## config.mk

```make
export PLATFORM = sky130hd
export DESIGN_NAME = regfile_mp
export DESIGN_NICKNAME = d
export VERILOG_FILES = /design/src/rtl/regfile_mp.sv
export SDC_FILE = /design/constraint.sdc
export NUM_CORES = 1
export LEC_CHECK = 0
export ABC_AREA = 1
export BUFFER_PORTS_ARGS = -buffer_cell sky130_fd_sc_hd__buf_4
export CAP_MARGIN = 10
export CORE_UTILIZATION = 30
export CTS_BUF_LIST = sky130_fd_sc_hd__clkbuf_4
export CTS_CLUSTER_DIAMETER = 80
export CTS_CLUSTER_SIZE = 24
export DETAILED_ROUTE_END_ITERATION = 10
export PLACE_DENSITY_LB_ADDON = 0.12
export SYNTH_ARGS = -nofsm -noshare
export SYNTH_HDL_FRONTEND = slang
export SYNTH_SLANG_ARGS = --single-unit
```

## constraint.sdc

```tcl
create_clock -name clk -period 7.5 [get_ports clk]
set_clock_uncertainty 0.2 [all_clocks]
set_input_delay 0.375 -clock clk [delete_from_list [all_inputs] [get_ports clk]]
set_output_delay 0.375 -clock clk [all_outputs]
set_load 0.05 [all_outputs]
```

## src/rtl/regfile_mp.sv

```systemverilog
// Multi-port register file: one byte-masked write port, two combinational read ports.
// Entry 0 reads as zero. After reset the array is zeroed one entry per cycle before writes are accepted.
module regfile_mp #(
    parameter int DATA_W = 32,
    parameter int ADDR_W = 5,
    parameter int BYPASS = 1
) (
    input  logic                  clk,
    input  logic                  rst_n,
    input  logic                  we,
    input  logic [DATA_W/8-1:0]   wbe,
    input  logic [ADDR_W-1:0]     wR,
    input  logic [DATA_W-1:0]     wD,
    input  logic [ADDR_W-1:0]     rR1,
    input  logic [ADDR_W-1:0]     rR2,
    output logic [DATA_W-1:0]     rD1,
    output logic [DATA_W-1:0]     rD2,
    output logic                  ready,
    output logic                  wr_drop
);

    localparam int NB    = DATA_W / 8;
    localparam int DEPTH = 2 ** ADDR_W;
    localparam logic BYP_EN = (BYPASS != 32'sd0);
    localparam logic [ADDR_W-1:0] IDX_ZERO = {ADDR_W{1'b0}};
    localparam logic [ADDR_W-1:0] IDX_ONE  = {{(ADDR_W-1){1'b0}}, 1'b1};
    localparam logic [ADDR_W-1:0] IDX_LAST = {ADDR_W{1'b1}};
    localparam logic [DATA_W-1:0] WORD_ZERO = {DATA_W{1'b0}};

    typedef enum logic [0:0] {
        ST_CLEAR = 1'b0,
        ST_READY = 1'b1
    } state_t;

    state_t              state_r;
    state_t              state_nxt_s;
    logic [ADDR_W-1:0]   clr_idx_r;
    logic [ADDR_W-1:0]   clr_idx_nxt_s;
    logic                wr_drop_r;
    logic                drop_s;
    logic                wr_en_s;
    logic                rd_ok_s;
    logic                hit1_s;
    logic                hit2_s;
    logic [DATA_W-1:0]   mem_r [DEPTH];

    // Stored word with the enabled bytes of the incoming write laid over it.
    function automatic logic [DATA_W-1:0] merge_bytes(
        input logic [DATA_W-1:0] old_w,
        input logic [DATA_W-1:0] new_w,
        input logic [NB-1:0]     be
    );
        logic [DATA_W-1:0] res;
        res = old_w;
        for (int i = 0; i < NB; i++) begin
            if (be[i]) begin
                res[8*i +: 8] = new_w[8*i +: 8];
            end else begin
                res[8*i +: 8] = old_w[8*i +: 8];
            end
        end
        return res;
    endfunction

    // Clear sweep: walk clr_idx from 1 to DEPTH-1, then settle in READY.
    always_comb begin
        state_nxt_s   = state_r;
        clr_idx_nxt_s = clr_idx_r;
        case (state_r)
            ST_CLEAR: begin
                if (clr_idx_r == IDX_LAST) begin
                    state_nxt_s   = ST_READY;
                    clr_idx_nxt_s = IDX_ONE;
                end else begin
                    clr_idx_nxt_s = clr_idx_r + IDX_ONE;
                end
            end
            ST_READY: begin
                state_nxt_s = ST_READY;
            end
            default: begin
                state_nxt_s   = ST_CLEAR;
                clr_idx_nxt_s = IDX_ONE;
            end
        endcase
    end

    // Write qualification; address 0 and empty byte masks are silently ignored.
    always_comb begin
        wr_en_s = rst_n && (state_r == ST_READY) && we && (wR != IDX_ZERO);
        drop_s  = (state_r == ST_CLEAR) && we && (|wbe) && (wR != IDX_ZERO);
        rd_ok_s = rst_n && (state_r == ST_READY);
        hit1_s  = BYP_EN && wr_en_s && (wR == rR1);
        hit2_s  = BYP_EN && wr_en_s && (wR == rR2);
    end

    // Control state; the reset restarts the whole clear sweep.
    always_ff @(posedge clk) begin
        if (!rst_n) begin
            state_r   <= ST_CLEAR;
            clr_idx_r <= IDX_ONE;
            wr_drop_r <= 1'b0;
        end else begin
            state_r   <= state_nxt_s;
            clr_idx_r <= clr_idx_nxt_s;
            wr_drop_r <= drop_s;
        end
    end

    // Storage array: zeroed by the sweep, otherwise byte-masked writes.
    always_ff @(posedge clk) begin
        if (rst_n) begin
            if (state_r == ST_CLEAR) begin
                mem_r[clr_idx_r] <= WORD_ZERO;
            end else if (wr_en_s) begin
                for (int i = 0; i < NB; i++) begin
                    if (wbe[i]) begin
                        mem_r[wR][8*i +: 8] <= wD[8*i +: 8];
                    end
                end
            end
        end
    end

    // Read ports; both ports use identical logic so equal addresses give equal data.
    always_comb begin
        if (!rd_ok_s || (rR1 == IDX_ZERO)) begin
            rD1 = WORD_ZERO;
        end else if (hit1_s) begin
            rD1 = merge_bytes(mem_r[rR1], wD, wbe);
        end else begin
            rD1 = mem_r[rR1];
        end
        if (!rd_ok_s || (rR2 == IDX_ZERO)) begin
            rD2 = WORD_ZERO;
        end else if (hit2_s) begin
            rD2 = merge_bytes(mem_r[rR2], wD, wbe);
        end else begin
            rD2 = mem_r[rR2];
        end
    end

    assign ready   = rst_n && (state_r == ST_READY);
    assign wr_drop = wr_drop_r;

endmodule

```

==> impl_metrics.toml, run 1 <==
[status]
status = "finished, final reports clean"

[cts]
cts-htree-levels = 3
cts-resized-gates = 0
cts.sink_count = 1031
cts_tree = "done"
insertion_delay_ns = 1.11
cts_bufs_inserted = 66
post-cts-setup-buffer-count = 0
clockRootBuffer = "sky130_fd_sc_hd__clkbuf_4"
cts_buffer_depth = 3
worst_setup_hold_path_clk_slew_ns = 0.25

[timing]
fmaxAchievable_mhz = 189.3
worst_slew_pin_slew_ns = 1.413
timing_hold_violations_final = 0
worst_hold_slack_ns = 0.1541
grt_setup_unrepaired = "no"
finalMaxSlewViolations = 0
final_setup_viols = 0
max-slew-margin-rel_pct = 5.768
layout_min_cycle_time_ns = 5.283
min_period_over_period_pct = 70.44
setup_tns_ns = 0

[critical_path]
crit_required_ns = 8.04
worst-endpoint-arrival_ns = 5.82
startpoint_type = "input pin"
worst-setup-path-type = "in -> reg"
timing.critical_path.to_type = "flop"
largest_driver_fanout_on_the_critical_path = 49

[final_layout]
layout-drive-gt1-share_pct = 8.715
fin_util_pct = 32.78
area_delta_synth_final_pct = 8.651
instances_no_fill = 8302
design.final.nets = 5950

[route]
detailroute.via_count = 44410
drtAntennaViolNets = 0
drt_pre_antenna_iters = 6
vias_per_cell = 5.349
first_iter_violations = 4288
drcViolationCount = 0
routedWlPerCell_um = 26.15
route.final.wire_length_um = 217100

[placement]
gp_routability_congestion = 0.8351
place_hpwl_um = 128500
place.detailed.instances = 8134
place.port_buffers = 119

[grt]
grt-ovfl-total = 0
grtUsageMet3_pct = 2.179
grt_pass1_wl_um = 308300
via_count_of_the_first_global_routing_pass = 41560
number_of_antenna_violations_at_the_first_check_in_global_routing = 7
globalRouteMet1Util_pct = 31.40
groute.layer.met2.usage_pct = 38.73
groute.usage.overall_pct = 23.41
global_route.peak_usage_layer = "met2"
pin_count_of_the_biggest_net_entering_global_routing = 198

[yosys]
post_synth_instance_area_um2 = 53780
synth_enable_flop_cells = 1024
synth_seq_cells = 1031
ys_top_cells_by_area = "sky130_fd_sc_hd__edfxtp_1 57%, sky130_fd_sc_hd__nand2_1 8.2%, sky130_fd_sc_hd__o21ai_0 7.1%, sky130_fd_sc_hd__nand3_1 6.3%, sky130_fd_sc_hd__nor2_1 5.7%"
yosys_warnings = 0
synth_top_cell_area_share_pct = 57.18
netlist_top_cells_count = "1178 x sky130_fd_sc_hd__nand2_1, 1024 x sky130_fd_sc_hd__edfxtp_1, 821 x sky130_fd_sc_hd__nor2_1"
ys_async_sr_fraction_pct = 0
synth_seq_area_share_pct = 57.44
synth.net_count = 6070
synth_area_per_cell_um2 = 8.942
syn_inst = 6014
synth_ff_type = "sky130_fd_sc_hd__edfxtp_1"
netlist-cell-type-count = 36
synth_top_cell_by_area = "sky130_fd_sc_hd__edfxtp_1"
yosys.cell_count.top_type = "sky130_fd_sc_hd__nand2_1"

[worst_hold_path]
min_path_type = "in -> reg"

[power]
power.density_cell_area_nw_per_um2 = 180.1
total_leakage_power_nw = 21.94
worst_ir_drop_vdd_mv = 0.1099
power.total_mw = 10.52

[flow_run]
count_of_max_cap_constraint_violations = 0

[floorplanning]
io_pins = 120
start_util_pct = 30.17
core-area_um2 = 178200
core.rowCount = 155
dieHeight_um = 425.4
dieWidth_um = 425.4
design.die.area_um2 = 180900
critical path, cell delays in order:
cell                            delay [ns]
sky130_fd_sc_hd__dlygate4sd3_1        0.56
sky130_fd_sc_hd__buf_4                0.14
sky130_fd_sc_hd__dlygate4sd3_1        0.72
sky130_fd_sc_hd__nand2_2              0.16
sky130_fd_sc_hd__nor2_4               0.12
sky130_fd_sc_hd__nand2_4              0.09
sky130_fd_sc_hd__inv_2                0.45
sky130_fd_sc_hd__nand2_4              0.63
sky130_fd_sc_hd__o21ai_2              0.43
sky130_fd_sc_hd__nand2_2              0.57
sky130_fd_sc_hd__buf_4                0.54
sky130_fd_sc_hd__nor3_1               0.98
cell type report:
cell class                 count  area (um2)
fill                       18150      119800
sequential                  1031       30890
multi-input combinational   4148       19670
tap                         2355        2947
timing repair buffer         289        2437
inverter                     358        1380
clock buffer                  78       585.6
clock inverter                40       515.5
antenna                        3       7.507
routing by layer:
| metal | wire length (um) | up-vias |
|---|---|---|
| li1 | - | 20580 |
| met1 | 94010 | 21980 |
| met2 | 103200 | 1561 |
| met3 | 11080 | 277 |
| met4 | 8788 | 8 |
| met5 | 48 | - |
what timing repair did:
item                                    4_1_cts  5_1_grt
endpoints found under the setup margin        0        0
hold buffers                                 42        0
hold endpoints to repair                   1256        0
stage by stage:
stage	setup WS [ns]	cell area (um2)
after detailed placement	2.344	56870
after CTS	2.296	58390
final	2.217	58430
after global routing	2.010	58430
after global placement	2.478	56850
after floorplan	4.615	53780
power breakdown:
group          internal (mW)  leakage, nW  switching (mW)  total (mW)
clock                  0.735        0.597            2.11        2.84
combinational          0.327         10.1            1.05        1.38
sequential              6.28         11.2          0.0169        6.30
total                   7.34         21.9            3.18        10.5
layout by cell type (no fill, tap or decap), types with 9 or more instances in the layout:
| master | count |
|---|---|
| sky130_fd_sc_hd__nor3_1 | 51 |
| sky130_fd_sc_hd__edfxtp_1 | 1024 |
| sky130_fd_sc_hd__nor2_2 | 32 |
| sky130_fd_sc_hd__o21a_1 | 12 |
| sky130_fd_sc_hd__nor2_1 | 788 |
| sky130_fd_sc_hd__a21boi_0 | 30 |
| sky130_fd_sc_hd__nor3_2 | 82 |
| sky130_fd_sc_hd__dlygate4sd3_1 | 42 |
| sky130_fd_sc_hd__nand2_1 | 1174 |
| sky130_fd_sc_hd__o22ai_1 | 94 |
| sky130_fd_sc_hd__a21oi_1 | 221 |
| sky130_fd_sc_hd__buf_12 | 11 |
| sky130_fd_sc_hd__o21ai_0 | 765 |
| sky130_fd_sc_hd__inv_1 | 344 |
| sky130_fd_sc_hd__inv_6 | 9 |
| sky130_fd_sc_hd__nand3_1 | 672 |
| sky130_fd_sc_hd__clkbuf_4 | 79 |
| sky130_fd_sc_hd__nand4_1 | 24 |
| sky130_fd_sc_hd__buf_4 | 226 |
| sky130_fd_sc_hd__o211ai_1 | 166 |
sequential cells by signal, indices dropped and copies added, names as in the netlist:
register / flops
wr_drop: 1
mem_r: 1024
clr_idx_r: 5
state_r: 1
cell families (layout without fill, tap and decap cells):
group                      Yosys count  in the layout  share of synthesized area [%]
AOI/OAI and AO/OA                 1297           1297                          13.36
xor gates and xnor gates             4              4                        0.06516
adders and majority gates            2              2                        0.04653
buffers and inverters              835            765                          6.226
DFF                               1031           1031                          57.44
other                                0              3                              0
and+or+nand+nor                   2845           2845                          22.86
final timing paths:
kind                              startpoint      endpoint  slack, ns  cells past startpoint
worst max register to register       state_r  mem_r[21][6]       2.54                      9
worst min register to register  clr_idx_r[4]  clr_idx_r[4]       0.30                      2
worst min-delay path                   rst_n       wr_drop       0.15                      4
worst max-delay path                   rst_n  mem_r[21][6]       2.22                     12
Note: power is estimated with default switching activity, not from simulation.
==> run 2: changes to the inputs <==
clock period = 5.17 ns   (was 7.5 ns; I/O delays follow)
==> run 2 against run 1 <==
Effect of this change: design area grew 1.0%; total power grew 45%; clock-buffer cell count shrank 5; register-to-register slack lost 1.8 ns; die area is the same; critical path depth grew 1; sequential power grew 45%; global-route usage grew 0.45 points; non-clock buffer count grew 52; clock power grew 45%; sequential share of layout area shrank 0.52 points; routed wire length grew 1.7%.
==> impl_metrics.toml, run 2 (same netlist as run 1, synthesis figures left out) <==
[status]
status = "finished, final reports clean"

[route]
drcViolationCount = 0
drtAntennaViolNets = 0
first_iter_violations = 4998
vias_per_cell = 5.368
detailroute.via_count = 44920
route.final.wire_length_um = 220900
drt_pre_antenna_iters = 7
routedWlPerCell_um = 26.39

[cts]
cts-htree-levels = 3
insertion_delay_ns = 1.13
cts_buffer_depth = 3
clockRootBuffer = "sky130_fd_sc_hd__clkbuf_4"
worst_setup_hold_path_clk_slew_ns = 0.25
cts.sink_count = 1031
cts_tree = "done"
cts_bufs_inserted = 69
post-cts-setup-buffer-count = 0

[power]
power.total_mw = 15.27
p_sw_mw = 4.712
power.share.switching_pct = 30.87
clock_network_fraction_of_design_power_pct = 26.9
p_int_mw = 10.55
total_leakage_power_nw = 22.25
worst_ir_drop_vdd_mv = 0.1378
power.density_cell_area_nw_per_um2 = 258.7
comb_power_share_pct = 13.2
seq_power_share_pct = 59.9

[timing]
fmaxAchievable_mhz = 219.7
final_setup_viols = 0
grt_setup_unrepaired = "no"
min_period_over_period_pct = 88.03
finalMaxSlewViolations = 0
layout_min_cycle_time_ns = 4.551
worst_slew_pin_slew_ns = 1.163
timing_hold_violations_final = 0
setup_tns_ns = 0
max-slew-margin-rel_pct = 21.77
worst_slack_ns = 0.6191
worst_hold_slack_ns = 0.1587

[grt]
number_of_antenna_violations_at_the_first_check_in_global_routing = 8
via_count_of_the_first_global_routing_pass = 42550
grt-ovfl-total = 0
grt_pass1_wl_um = 314800
groute.usage.overall_pct = 23.85
pin_count_of_the_biggest_net_entering_global_routing = 173

[final_layout]
largestRegisters = "mem_r: 1024 flops, clr_idx_r: 5 flops"
layout-drive-gt1-share_pct = 9.513
final_common_cell = "sky130_fd_sc_hd__nand2_1"
final_cell_mix = "1174 x sky130_fd_sc_hd__nand2_1, 1024 x sky130_fd_sc_hd__edfxtp_1, 788 x sky130_fd_sc_hd__nor2_1"
largest_register_ff_count = 1024
largest-register = "mem_r"
fin_util_pct = 33.11
area_delta_synth_final_pct = 9.740
post_route_design_area_um2 = 59010
instances_no_fill = 8368
design.final.nets = 6005

[critical_path]
r2r_start = "state_r"
largest_driver_fanout_on_the_critical_path = 34
worstPathCellList = "dlygate4sd3_1 -> buf_4 -> dlygate4sd3_1 -> nand2_2 -> nor2_4 -> nand2_4 -> inv_2 -> nand2_4 -> o21ai_1 -> nand2_4 -> dlygate4sd3_1 -> nor3_2 -> dlygate4sd3_1"
critPathBufInv = 6
critPathMostFrequentCell = "sky130_fd_sc_hd__dlygate4sd3_1"
timing.critical_path.slowest_cell_delay_ns = 0.80
timing.critical_path.to_type = "flop"
worst-endpoint-arrival_ns = 5.18
worst-setup-path-type = "in -> reg"
crit_required_ns = 5.80
timing.critical_path.from = "rst_n"
startpoint_type = "input pin"
cell_family_contributing_the_most_delay_on_the_critical_path = "buffers and inverters"
critical_path_slowest_stage_cell = "sky130_fd_sc_hd__dlygate4sd3_1"

[floorplanning]
dieHeight_um = 425.4
core-area_um2 = 178200
io_pins = 120
core.rowCount = 155
dieWidth_um = 425.4
design.die.area_um2 = 180900
start_util_pct = 30.17

[flow_run]
count_of_max_cap_constraint_violations = 0

[placement]
place_hpwl_um = 136400
gp_routability_congestion = 0.8830
dpl_cell_area_um2 = 57390
place.detailed.instances = 8184
place_worst_setup_slack_ns = 0.9128
place.port_buffers = 119

[worst_hold_path]
hold_path_startpoint = "wD[3]"
min_path_type = "in -> reg"
## run 2: changes by cell type in the layout (fill, tap and decap cells not counted), moves of 4 or more
cell / delta
sky130_fd_sc_hd__inv_8: +9
sky130_fd_sc_hd__clkbuf_4: -6
sky130_fd_sc_hd__diode_2: +8
sky130_fd_sc_hd__buf_4: +37
sky130_fd_sc_hd__dlygate4sd3_1: +6
sky130_fd_sc_hd__buf_12: +13
sky130_fd_sc_hd__inv_2: +4
sky130_fd_sc_hd__inv_12: +5
## run 2: path summary, 6_finish.rpt
kind              depth (start not counted)  slack, ns      endpoint
setup / recovery                         13       0.62  mem_r[18][4]
hold / removal                            5       0.16  mem_r[25][3]
setup reg to reg                         10       0.77  mem_r[18][4]
hold reg to reg                           2       0.34  clr_idx_r[4]
## run 2: area by class of cell
cell class,instances,area (um2)
repair buffers,341,3013
inverters,358,1380
clock inverters,51,548.0
clock buffers,73,548.0
diodes,11,27.53
fillers,18150,119200
multi-input cells,4148,19660
well taps,2355,2947
flip-flops and latches,1031,30890
## run 2: power groups by stage
| stage | sequential, mW | combinational [mW] | clock [mW] |
|---|---|---|---|
| final | 9.14 | 2.02 | 4.11 |
| after global routing | 9.15 | 2.15 | 4.48 |
| after CTS | 9.14 | 2.01 | 4.23 |
| after detailed placement | 9.32 | 1.97 | 0 |
| after global placement | 9.32 | 1.97 | 0 |
| after floorplan | 9.31 | 1.13 | 0 |
## run 2: worst min-delay path, stage by stage
cell                            delay (ns)
sky130_fd_sc_hd__dlygate4sd3_1        0.54
sky130_fd_sc_hd__buf_4                0.14
sky130_fd_sc_hd__inv_1                0.06
sky130_fd_sc_hd__nor2_2               0.04
sky130_fd_sc_hd__buf_4                0.25
## run 2: repair_timing
item                                    CTS  global route
gates resized for setup                   0             0
endpoints found under the hold margin  1847             0
hold buffers                             49             0
## run 2: metal layers
layer  wire (um)  global-route usage (%)
met1       93720                   31.79
met2      106200                   39.86
met5           0                       0
met4        8235                   8.813
met3       12690                   2.465
